**config.mk**
```make
export PLATFORM = sky130hd
export DESIGN_NAME = divisor_frecuencia_multicanal
export DESIGN_NICKNAME = d
export VERILOG_FILES = /design/src/rtl/divisor_frecuencia_multicanal.sv
export SDC_FILE = /design/constraint.sdc
export NUM_CORES = 1
export LEC_CHECK = 0
export ABC_AREA = 0
export CAP_MARGIN = 20
export CORE_UTILIZATION = 62
export CTS_CLUSTER_SIZE = 25
export DETAILED_ROUTE_END_ITERATION = 10
export PLACE_DENSITY = 0.8
export SLEW_MARGIN = 20
export SYNTH_ARGS = -nofsm -noshare
export SYNTH_HDL_FRONTEND = slang
export SYNTH_SLANG_ARGS = --single-unit
```
**constraint.sdc**
```tcl
create_clock -name clk -period 12.9 [get_ports clk]
set_input_delay 3.225 -clock clk [delete_from_list [all_inputs] [get_ports clk]]
set_output_delay 3.225 -clock clk [all_outputs]
set_load 0.1 [all_outputs]
```
**src/rtl/divisor_frecuencia_multicanal.sv**
```systemverilog
// Multi-channel programmable clock divider.
// Each channel produces a 50% duty square wave plus a one-cycle tick on every
// toggle. Each channel has its own enable. New limits are staged as pending
// values and only take effect at a wrap or while the channel is disabled, so a
// half-period never changes part-way through. A global sync strobe re-aligns
// the phase of every channel.
module divisor_frecuencia_multicanal #(
  parameter int unsigned NUM_CH    = 4,
  parameter int unsigned CNT_W     = 25,
  parameter int unsigned DEF_LIMIT = 25000000,
  parameter int unsigned OUT_INIT  = 1,
  parameter int unsigned SEL_W     = 2
) (
  input  logic              clk,
  input  logic              reset,
  input  logic [NUM_CH-1:0] en,
  input  logic              sync,
  input  logic              wr_en,
  input  logic [SEL_W-1:0]  wr_sel,
  input  logic [CNT_W-1:0]  wr_data,
  output logic              wr_ack,
  output logic [NUM_CH-1:0] wr_pend,
  output logic [NUM_CH-1:0] out_clk,
  output logic [NUM_CH-1:0] out_tick
);

  localparam logic [CNT_W-1:0] DEF_LIM_C  = CNT_W'(DEF_LIMIT);
  localparam logic             OUT_INIT_C = 1'(OUT_INIT);

  logic [CNT_W-1:0]  cnt_q  [NUM_CH];
  logic [CNT_W-1:0]  cnt_d  [NUM_CH];
  logic [CNT_W-1:0]  lim_q  [NUM_CH];
  logic [CNT_W-1:0]  lim_d  [NUM_CH];
  logic [CNT_W-1:0]  pval_q [NUM_CH];
  logic [CNT_W-1:0]  pval_d [NUM_CH];
  logic [NUM_CH-1:0] pend_q, pend_d;
  logic [NUM_CH-1:0] out_q, out_d;
  logic [NUM_CH-1:0] tick_q, tick_d;
  logic              ack_q, ack_d;
  logic              wr_ok;

  // Next-state logic for the write port and for every channel's counter.
  always_comb begin
    cnt_d  = cnt_q;
    lim_d  = lim_q;
    pval_d = pval_q;
    pend_d = pend_q;
    out_d  = out_q;
    tick_d = '0;
    wr_ok  = wr_en && (32'(wr_sel) < 32'(NUM_CH));
    ack_d  = wr_ok;

    for (int unsigned i = 0; i < NUM_CH; i++) begin
      if (sync) begin
        // Phase alignment overrides any coincident wrap, and it also commits
        // any staged limit.
        cnt_d[i] = '0;
        out_d[i] = OUT_INIT_C;
        if (pend_q[i]) begin
          lim_d[i]  = pval_q[i];
          pend_d[i] = 1'b0;
        end
      end else if (en[i]) begin
        if (cnt_q[i] == lim_q[i]) begin
          cnt_d[i]  = '0;
          out_d[i]  = ~out_q[i];
          tick_d[i] = 1'b1;
          if (pend_q[i]) begin
            lim_d[i]  = pval_q[i];
            pend_d[i] = 1'b0;
          end
        end else begin
          cnt_d[i] = cnt_q[i] + 1'b1;
        end
      end else if (pend_q[i]) begin
        // An idle channel can take a new limit at once. Its output does not
        // change.
        lim_d[i]  = pval_q[i];
        pend_d[i] = 1'b0;
      end

      // A write is handled after the apply logic. A write that lands on the
      // same cycle as a wrap or sync therefore stays pending until the next
      // apply point.
      if (wr_ok && (32'(wr_sel) == i)) begin
        pval_d[i] = wr_data;
        pend_d[i] = 1'b1;
      end
    end
  end

  // State registers with asynchronous reset. Reset also discards staged writes.
  always_ff @(posedge clk or posedge reset) begin
    if (reset) begin
      for (int unsigned i = 0; i < NUM_CH; i++) begin
        cnt_q[i]  <= '0;
        lim_q[i]  <= DEF_LIM_C;
        pval_q[i] <= DEF_LIM_C;
      end
      pend_q <= '0;
      out_q  <= {NUM_CH{OUT_INIT_C}};
      tick_q <= '0;
      ack_q  <= 1'b0;
    end else begin
      cnt_q  <= cnt_d;
      lim_q  <= lim_d;
      pval_q <= pval_d;
      pend_q <= pend_d;
      out_q  <= out_d;
      tick_q <= tick_d;
      ack_q  <= ack_d;
    end
  end

  assign wr_ack   = ack_q;
  assign wr_pend  = pend_q;
  assign out_clk  = out_q;
  assign out_tick = tick_q;

endmodule

```
==> results of run 1 <==
cells in the mapped netlist, types with 7 or more instances:
cell type	count
sky130_fd_sc_hd__a21o_1	18
sky130_fd_sc_hd__a21oi_1	24
sky130_fd_sc_hd__a22o_1	16
sky130_fd_sc_hd__and3_1	22
sky130_fd_sc_hd__and4_1	8
sky130_fd_sc_hd__buf_2	12
sky130_fd_sc_hd__buf_6	12
sky130_fd_sc_hd__clkbuf_1	35
sky130_fd_sc_hd__dfrtp_1	213
sky130_fd_sc_hd__dfstp_2	100
sky130_fd_sc_hd__inv_1	12
sky130_fd_sc_hd__mux2_2	140
sky130_fd_sc_hd__mux2_4	60
sky130_fd_sc_hd__mux2i_1	13
sky130_fd_sc_hd__nand2_1	107
sky130_fd_sc_hd__nand2b_1	14
sky130_fd_sc_hd__nand3_1	85
sky130_fd_sc_hd__nand4_1	45
sky130_fd_sc_hd__nor2_1	40
sky130_fd_sc_hd__nor3_1	13
sky130_fd_sc_hd__nor4_2	7
sky130_fd_sc_hd__o21ai_0	30
sky130_fd_sc_hd__o311ai_0	32
sky130_fd_sc_hd__or3_1	8
sky130_fd_sc_hd__xnor2_1	95
sky130_fd_sc_hd__xor2_1	20
logic make-up after synthesis:
logic type / count (synthesis)
multiplexers: 213
AND/OR/NAND/NOR: 376
buffers and inverters: 76
XOR/XNOR: 115
AO/OA/AOI/OAI: 135
adder cells (fa/ha/maj): 4
flip-flops: 313
registers in the layout, summed over array words and instances, names as in the netlist:
register	cells
wr_ack	1
wr_pend	4
pval_q	100
out_clk	4
lim_q	100
cnt_q	100
out_tick	4
layout make-up:
class / count / area [sq um] / share of cell area, %
timing repair buffer: 60 / 581 / 3.46
inverter: 12 / 52.6 / 0.314
clock inverter: 9 / 81.3 / 0.485
multi-input combinational: 843 / 6610 / 39.4
clock buffer: 53 / 1080 / 6.43
tap: 319 / 399 / 2.38
sequential: 313 / 7960 / 47.5
routing by layer:
| layer | up-vias | share of wire, % |
|---|---|---|
| met3 | 91 | 5.4 |
| met1 | 4955 | 43 |
| li1 | 4499 | - |
| met4 | 2 | 3.8 |
| met2 | 287 | 48 |
| met5 | - | 0.027 |
through the flow:
step / worst slack, ns / cells
2_1_floorplan: 1.18 / 1232
3_3_place_gp: 6.94 / 1547
3_5_place_dp: 6.88 / 1547
4_1_cts: 7.40 / 1609
5_1_grt: 7.24 / 1609
6_report: 7.38 / 1609
power by group through the flow:
stage	Combinational (uW)	Sequential [uW]	Clock (uW)
final	457	1370	992
after global routing	493	1390	1040
after CTS	461	1360	1010
after detailed placement	453	1380	0
after global placement	433	1370	0
after floorplan	372	1330	0
worst paths after layout:
path,cells past startpoint,startpoint,endpoint
setup / recovery,7,sync,lim_q[48]$_DFFE_PP0P_
hold / removal,1,pval_q[51]$_DFFE_PP0P_,lim_q[51]$_DFFE_PP0P_
setup reg to reg,6,cnt_q[4]$_DFFE_PP0P_,lim_q[23]$_DFFE_PP0P_
hold reg to reg,1,pval_q[51]$_DFFE_PP0P_,lim_q[51]$_DFFE_PP0P_
max in group asynchronous,3,reset,pval_q[65]$_DFFE_PP0P_
min in group asynchronous,2,reset,lim_q[5]$_DFFE_PP0P_
worst register-to-register path, delay by kind of cell (launching register included):
family	cells	cell delay [ns]
DFF	1	0.44
AOI/OAI and AO/OA	1	0.63
and+or+nand+nor	3	1.02
xor gates and xnor gates	1	0.28
muxes	1	0.40
==> results summary, run 1 <==
In this run the power spent charging and discharging nets is 712 uW. Leaving out fill and tap cells, the most frequent cells in the layout are sky130_fd_sc_hd__dfrtp_1 (213), sky130_fd_sc_hd__mux2_2 (140), sky130_fd_sc_hd__nand2_1 (107). Setup repair after global routing left no endpoint under its margin. The vertical extent of the die is 157 um. The via-per-instance ratio is 6.11. The die span in x came out at 157 um. The worst setup slack for register-to-register paths came out at 10.03 ns. The longest clock path from root to sink contains 3 buffers. The first global-routing pass estimated 52.9 mm of wire. The largest single stage delay on the critical path is 0.87 ns. The busiest layer in global routing is met2. The fill cell total of the finished layout came out at 1,641. The fraction of the mapped netlist area in compound gates came out at 6.38%. The number of distinct library cell variants in the gate-level netlist after synthesis came out at 50. The clock-pin transition on the worst setup and hold timing paths came out at 0.07 ns. The final count of hold timing violations is 0.

The sequential area share after synthesis is 53.2%. After synthesis, the largest family of logic cells by area is multiplexers. The number of max-slew violations in the final report was 0. The sum of buffers and inverters on the critical path came out at 3. The number of nets in the finished design came out at 1,303.

The most area-hungry cell type in the Yosys netlist is sky130_fd_sc_hd__dfrtp_1. The flow ran to the end, and the final reports show no timing, DRC or antenna violations. The number of buffers created by CTS came out at 34.

The worst hold margin came out at 0.502 ns. The relative contribution of sequential cells to total power is 48.5%. The tree is rooted in a sky130_fd_sc_hd__clkbuf_16. The setup TNS after final layout is 0 ns. After layout, the worst path uses 42.8% of the clock period. Synthesis produced a netlist with a net count of 1,271. Counting flops with a built-in enable in the synthesized netlist gives 0. In this run the tightest slew margin relative to its limit is 31.2%. The clock sink total is 313.

The total power density per cell area came out at 168 mW/mm^2. By startpoint and endpoint, the worst setup path is classified as in -> reg. The overall track demand over capacity in global routing came out at 27.9%. The actual transition at the worst max-transition pin came out at 1.03 ns. The post-layout instance area is 0.0168 sq mm. The multiplexer area fraction after synthesis is 17.4%. The effective utilization at floorplan is 63.5%. The per-cell routed wire length came out at 20.4 um.

The analysis attributes to cell leakage a power of 0.00689 uW. The post-synthesis cell area is 0.0150 sq mm. The pin count of the biggest net entering global routing came out at 184. Of all flip-flops after synthesis, the portion carrying an async set or reset was 100%. The post-layout minimum cycle time came out at 5.52 ns. For the worst-skew pair, the clock arrives at the later sink with an insertion delay of 0.51 ns. The antenna violation net count after detailed routing came out at 0. Leaving out fill and tap cells, the most frequent cell in the layout is sky130_fd_sc_hd__dfrtp_1.

The portion of total power attributed to combinational logic came out at 16.2%. The synthesized netlist devotes 6.73% of its cell area to XOR and XNOR gates. In this run the worst path has a maximum fanout of 40. The portion of total power attributed to the clock network came out at 35.2%. After detailed placement, the total cell area comes to 0.0156 sq mm. The worst-path cell with the longest stage delay is sky130_fd_sc_hd__clkdlybuf4s50_1. The count of hold-fix buffers inserted at cts is 0.

The signal on the critical path passes through clkdlybuf4s50_1 > nand2b_1 > a21oi_2 > buf_4 > nand2b_1 > buf_4 > mux2_2. The post-CTS setup buffer count came out at 0. The sum of overflow across all layers after global routing came out at 0.

The global routing met1 resource utilization came out at 38.4%. The data arrival time of the critical path is 5.92 ns. The mean instance size in the synthesized netlist came out at 12.1 sq um.

Across the run, the number of max-cap violations was 0. The share of post-route cells with drive strength above 1 is 30.3%. The half-perimeter wire length after placement is 21.0 mm. The number of synthesized register bits came out at 313. The die area came out at 0.0247 sq mm.

The maximum VDD drop is 0.000116 V. The starting DRC count in detailed routing is 716. The most used flip-flop cell after synthesis is sky130_fd_sc_hd__dfrtp_1. The maximum frequency from static timing analysis is 181 MHz. The number of global-route vias before repair was 9,731. Pin placement for this block handled 48 I/O pins. At the end of routability-driven placement, the weighted congestion stood at 0.854. The met2 global-route usage is 44.6%.

On the final layout, the worst clock skew is 0.0127 ns. The pre-antenna-repair detailed-routing pass consisted of 8 iterations. The area growth from synthesis to layout is 12.1%.

Setup violations remaining at the end of the flow were counted as 0. The adder and majority cell fraction of the synthesized area came out at 0.335%. The capturing element type of the critical path is a register. The area fraction of the dominant cell type after synthesis came out at 35.6%.

The number of antenna violations at the first check in global routing came out at 1. The tightest min-delay check is of the reg -> reg type. For the worst setup path, the data required time is 13.30 ns. The share of total power consumed by net switching is 25.3%.

In the post-synthesis netlist, the biggest area contributors are sky130_fd_sc_hd__dfrtp_1 (36%), sky130_fd_sc_hd__dfstp_2 (18%), sky130_fd_sc_hd__mux2_2 (11%). The design internal power is 2100 uW. After floorplanning, the core was sized to cover 0.0235 sq mm. The sort of element at the start of the critical path is an input port.

The warning count from the yosys run came out at 0. TritonCTS built the clock tree. After detailed routing, the number of remaining DRC violations is 0. The maximum level of the CTS H-tree is 2. The met3 usage in global routing came out at 3.94%. The total of buffers placed on input and output ports came out at 47. The post-layout utilization of the core came out at 71.2%. The floorplan has 56 rows. The gate count of the mapped netlist came out at 1,232. The repair_antennas step left the layout with diodes totalling 0. In this run, post-CTS repair resized a total of 0 instances. Summing the areas of all and, or, nand and nor instances in the mapped netlist gives 13.2% of the synthesized area.

The number of vias after detailed routing is 9,834. The total routed wirelength came out at 32.9 mm. The design draws 2820 uW.

The kind of cell with the highest combined delay along the critical path is buffers and inverters.
Note: power is estimated with default switching activity, not from simulation.
==> run 2: changes to the inputs <==
Clock period 12.9 ns to 5.32 ns, I/O delays scaled along.
==> results summary, run 2 (same netlist as run 1, synthesis figures left out) <==
The post-CTS setup buffer count was 0 (unchanged). The max capacitance violation total is 0 (unchanged). The worst-case clock skew came out at 0.00986 ns (-0.00281 ns). The final count of hold timing violations came out at 0 (unchanged). The number of max-slew violations in the final report came out at 0 (unchanged). The area of the core is 0.0235 sq mm (unchanged).

The cell total after placement is 1,549 (+0.13%). The highest fanout seen on the critical path is 2 (-95%). The setup TNS after final layout came out at 0 ns (unchanged). The effective utilization at floorplan came out at 63.5% (unchanged).

The number of I/O pins is 48 (unchanged). The path depth of the worst reg2reg path is 6 (unchanged). The maximum VDD drop came out at 0.000272 V (+130%).

The worst setup path is launched from a register. The vertical extent of the die came out at 157 um (unchanged). The sum of overflow across all layers after global routing came out at 0 (unchanged). The clock sink total is 313 (unchanged). The global placer's final weighted congestion came out at 0.867 (+1.5%). TritonCTS built the clock tree. Setup repair after global routing left no endpoint under its margin.

The per-cell routed wire length came out at 20.4 um (-0.27%). The tree is rooted in a sky130_fd_sc_hd__clkbuf_16. The number of antenna violations at the first check in global routing came out at 0 (-1). The clock-pin transition on the worst setup and hold timing paths is 0.06 ns (about the same). The count of non-filler cells in the finished layout is 1,608 (-0.062%). The final-report setup violation count came out at 0 (unchanged). Broken down by cell family, the worst path's largest delay share belongs to buffers and inverters. The maximum level of the CTS H-tree was 1 (-1). The relative slew slack came out at 34.7% (+3.4 points). The total power density per cell area came out at 404 mW/mm^2 (+140%). The number of nets in the finished design was 1,303 (unchanged). The die area came out at 0.0247 sq mm (unchanged). The share of post-route cells with drive strength above 1 is 30.5% (+0.18 points). The worst register-to-register path begins at cnt_q[4]$_DFFE_PP0P_. The required time at the worst-slack endpoint is 3.99 ns (-9.31 ns).

The count of hold-fix buffers inserted at cts is 0 (unchanged). The flow ran to the end, and the final reports show no timing, DRC or antenna violations. The total of buffers placed on input and output ports came out at 47 (unchanged). The maximum cell stage delay along the critical path came out at 1.14 ns (+0.27 ns). The post-CTS resize count came out at 0 (unchanged). The path with the worst hold slack has its endpoint at lim_q[1]$_DFFE_PP0P_.

Leaving out fill and tap cells, the most frequent cell in the layout is sky130_fd_sc_hd__dfrtp_1. The relative area change from synthesis to final layout came out at 12.1% (about the same). The half-perimeter wire length after placement came out at 21.0 mm (about the same).

The starting DRC count in detailed routing came out at 802 (+12%). The floorplan row count was 56 (unchanged). Based on the critical path, the design can be clocked at up to 279 MHz.

The hold-critical path depth came out at 1 (unchanged). The number of vias after detailed routing is 9,714 (-1.2%). The start point of the worst hold path is pval_q[1]$_DFFE_PP0P_. The data arrival time of the critical path came out at 2.26 ns (-3.66 ns).

The number of global-route vias before repair came to 9,558 (-1.8%). The antenna violation net count after detailed routing came out at 0 (unchanged). The maximum count of clock buffers along a single path came out at 3 (unchanged). The post-layout minimum cycle time came out at 3.59 ns. The pin count of the biggest net entering global routing came to 193 (+4.9%). The detailed-router iteration count before antenna repair is 5 (-3). The via-per-instance ratio is 6.04 (-1.2%). The slowest stage of the critical path is the sky130_fd_sc_hd__clkdlybuf4s50_1 cell. The actual transition at the worst max-transition pin is 0.977 ns (-0.0534 ns). The post-route clock period utilization is 67.5%.

The insertion delay to the later sink of the worst-skew pair is 0.56 ns (+0.05 ns). The wire length of the first global-routing pass is 53.1 mm (+0.34%). The largest registers in the layout are cnt_q: 100 flops, lim_q: 100 flops, pval_q: 100 flops.

The die span in x was 157 um (unchanged). The critical path in this run is classified as reg -> out. The final routed DRC violation total came out at 0 (unchanged). The sum of buffers and inverters on the critical path came out at 1 (-2). In this run the critical register-to-register path is captured at lim_q[9]$_DFFE_PP0P_.

STA classifies the critical path endpoint as an output port. The overall track demand over capacity in global routing is 27.8% (about the same). In the layout the commonest cells are sky130_fd_sc_hd__dfrtp_1 (213), sky130_fd_sc_hd__mux2_2 (140), sky130_fd_sc_hd__nand2_1 (107). The number of buffers created by CTS was 31 (-8.8%).

Traced cell by cell, the critical path runs through clkdlybuf4s50_1. The total routed wirelength was 32.7 mm (-0.33%). The post-layout total power came to 6780 uW (+140%). The antenna cell count is 0 (unchanged). The leakage power summed over all cells came out at 0.00689 uW (about the same). The worst setup slack for register-to-register paths came to 2.43 ns (-7.60 ns). The path class of the tightest hold or removal check is reg -> reg.
-- run 2: layout make-up --
class,instances,area (sq um)
Clock buffer,48,982
Clock inverter,10,131
Fill cell,1615,6780
Inverter,12,48.8
Multi-Input combinational cell,843,6610
Sequential cell,313,7960
Tap cell,319,399
Timing Repair Buffer,63,636
-- run 2: worst max-delay path by stage --
| stage | start | end | slack [ns] | cells after the start |
|---|---|---|---|---|
| finish | out_clk[1]$_DFFE_PP1P_ | out_clk[1] | 1.73 | 1 |
| detailed placement | sync | lim_q[48]$_DFFE_PP0P_ | 1.37 | 7 |
| global route | out_clk[2]$_DFFE_PP1P_ | out_clk[2] | 1.70 | 1 |
| floorplan | reset | cnt_q[0]$_DFFE_PP0P_ | -0.1 | 1 |
| global placement | sync | lim_q[48]$_DFFE_PP0P_ | 1.43 | 7 |
| CTS | out_clk[1]$_DFFE_PP1P_ | out_clk[1] | 1.70 | 1 |
-- run 2: metal layers --
metal	global-route usage, %	vias up	part of all wire, %
met5	0	-	0
li1	-	4508	-
met1	39.1	4927	45
met2	45.5	224	48
met4	8.00	0	3.0
met3	3.72	55	3.8
-- run 2: stage by stage --
| stage | util, % | instance area (sq um) | setup WS [ns] | hold WS (ns) |
|---|---|---|---|---|
| CTS | 71.1 | 16700 | 1.70 | 0.504 |
| floorplan | - | 15000 | -0.0972 | 0.475 |
| global placement | 66.4 | 15600 | 1.43 | 0.479 |
| detailed placement | 66.4 | 15600 | 1.37 | 0.490 |
| global route | 71.2 | 16800 | 1.70 | 0.513 |
| finish | 71.2 | 16800 | 1.73 | 0.502 |
-- run 2: power by group --
part / switching (uW) / total [uW] / leakage (uW) / internal, uW
Combinational: 433 / 1110 / 0.00254 / 679
Clock: 932 / 2340 / 0.000551 / 1410
Sequential: 347 / 3320 / 0.00380 / 2970
Total: 1710 / 6780 / 0.00689 / 5070
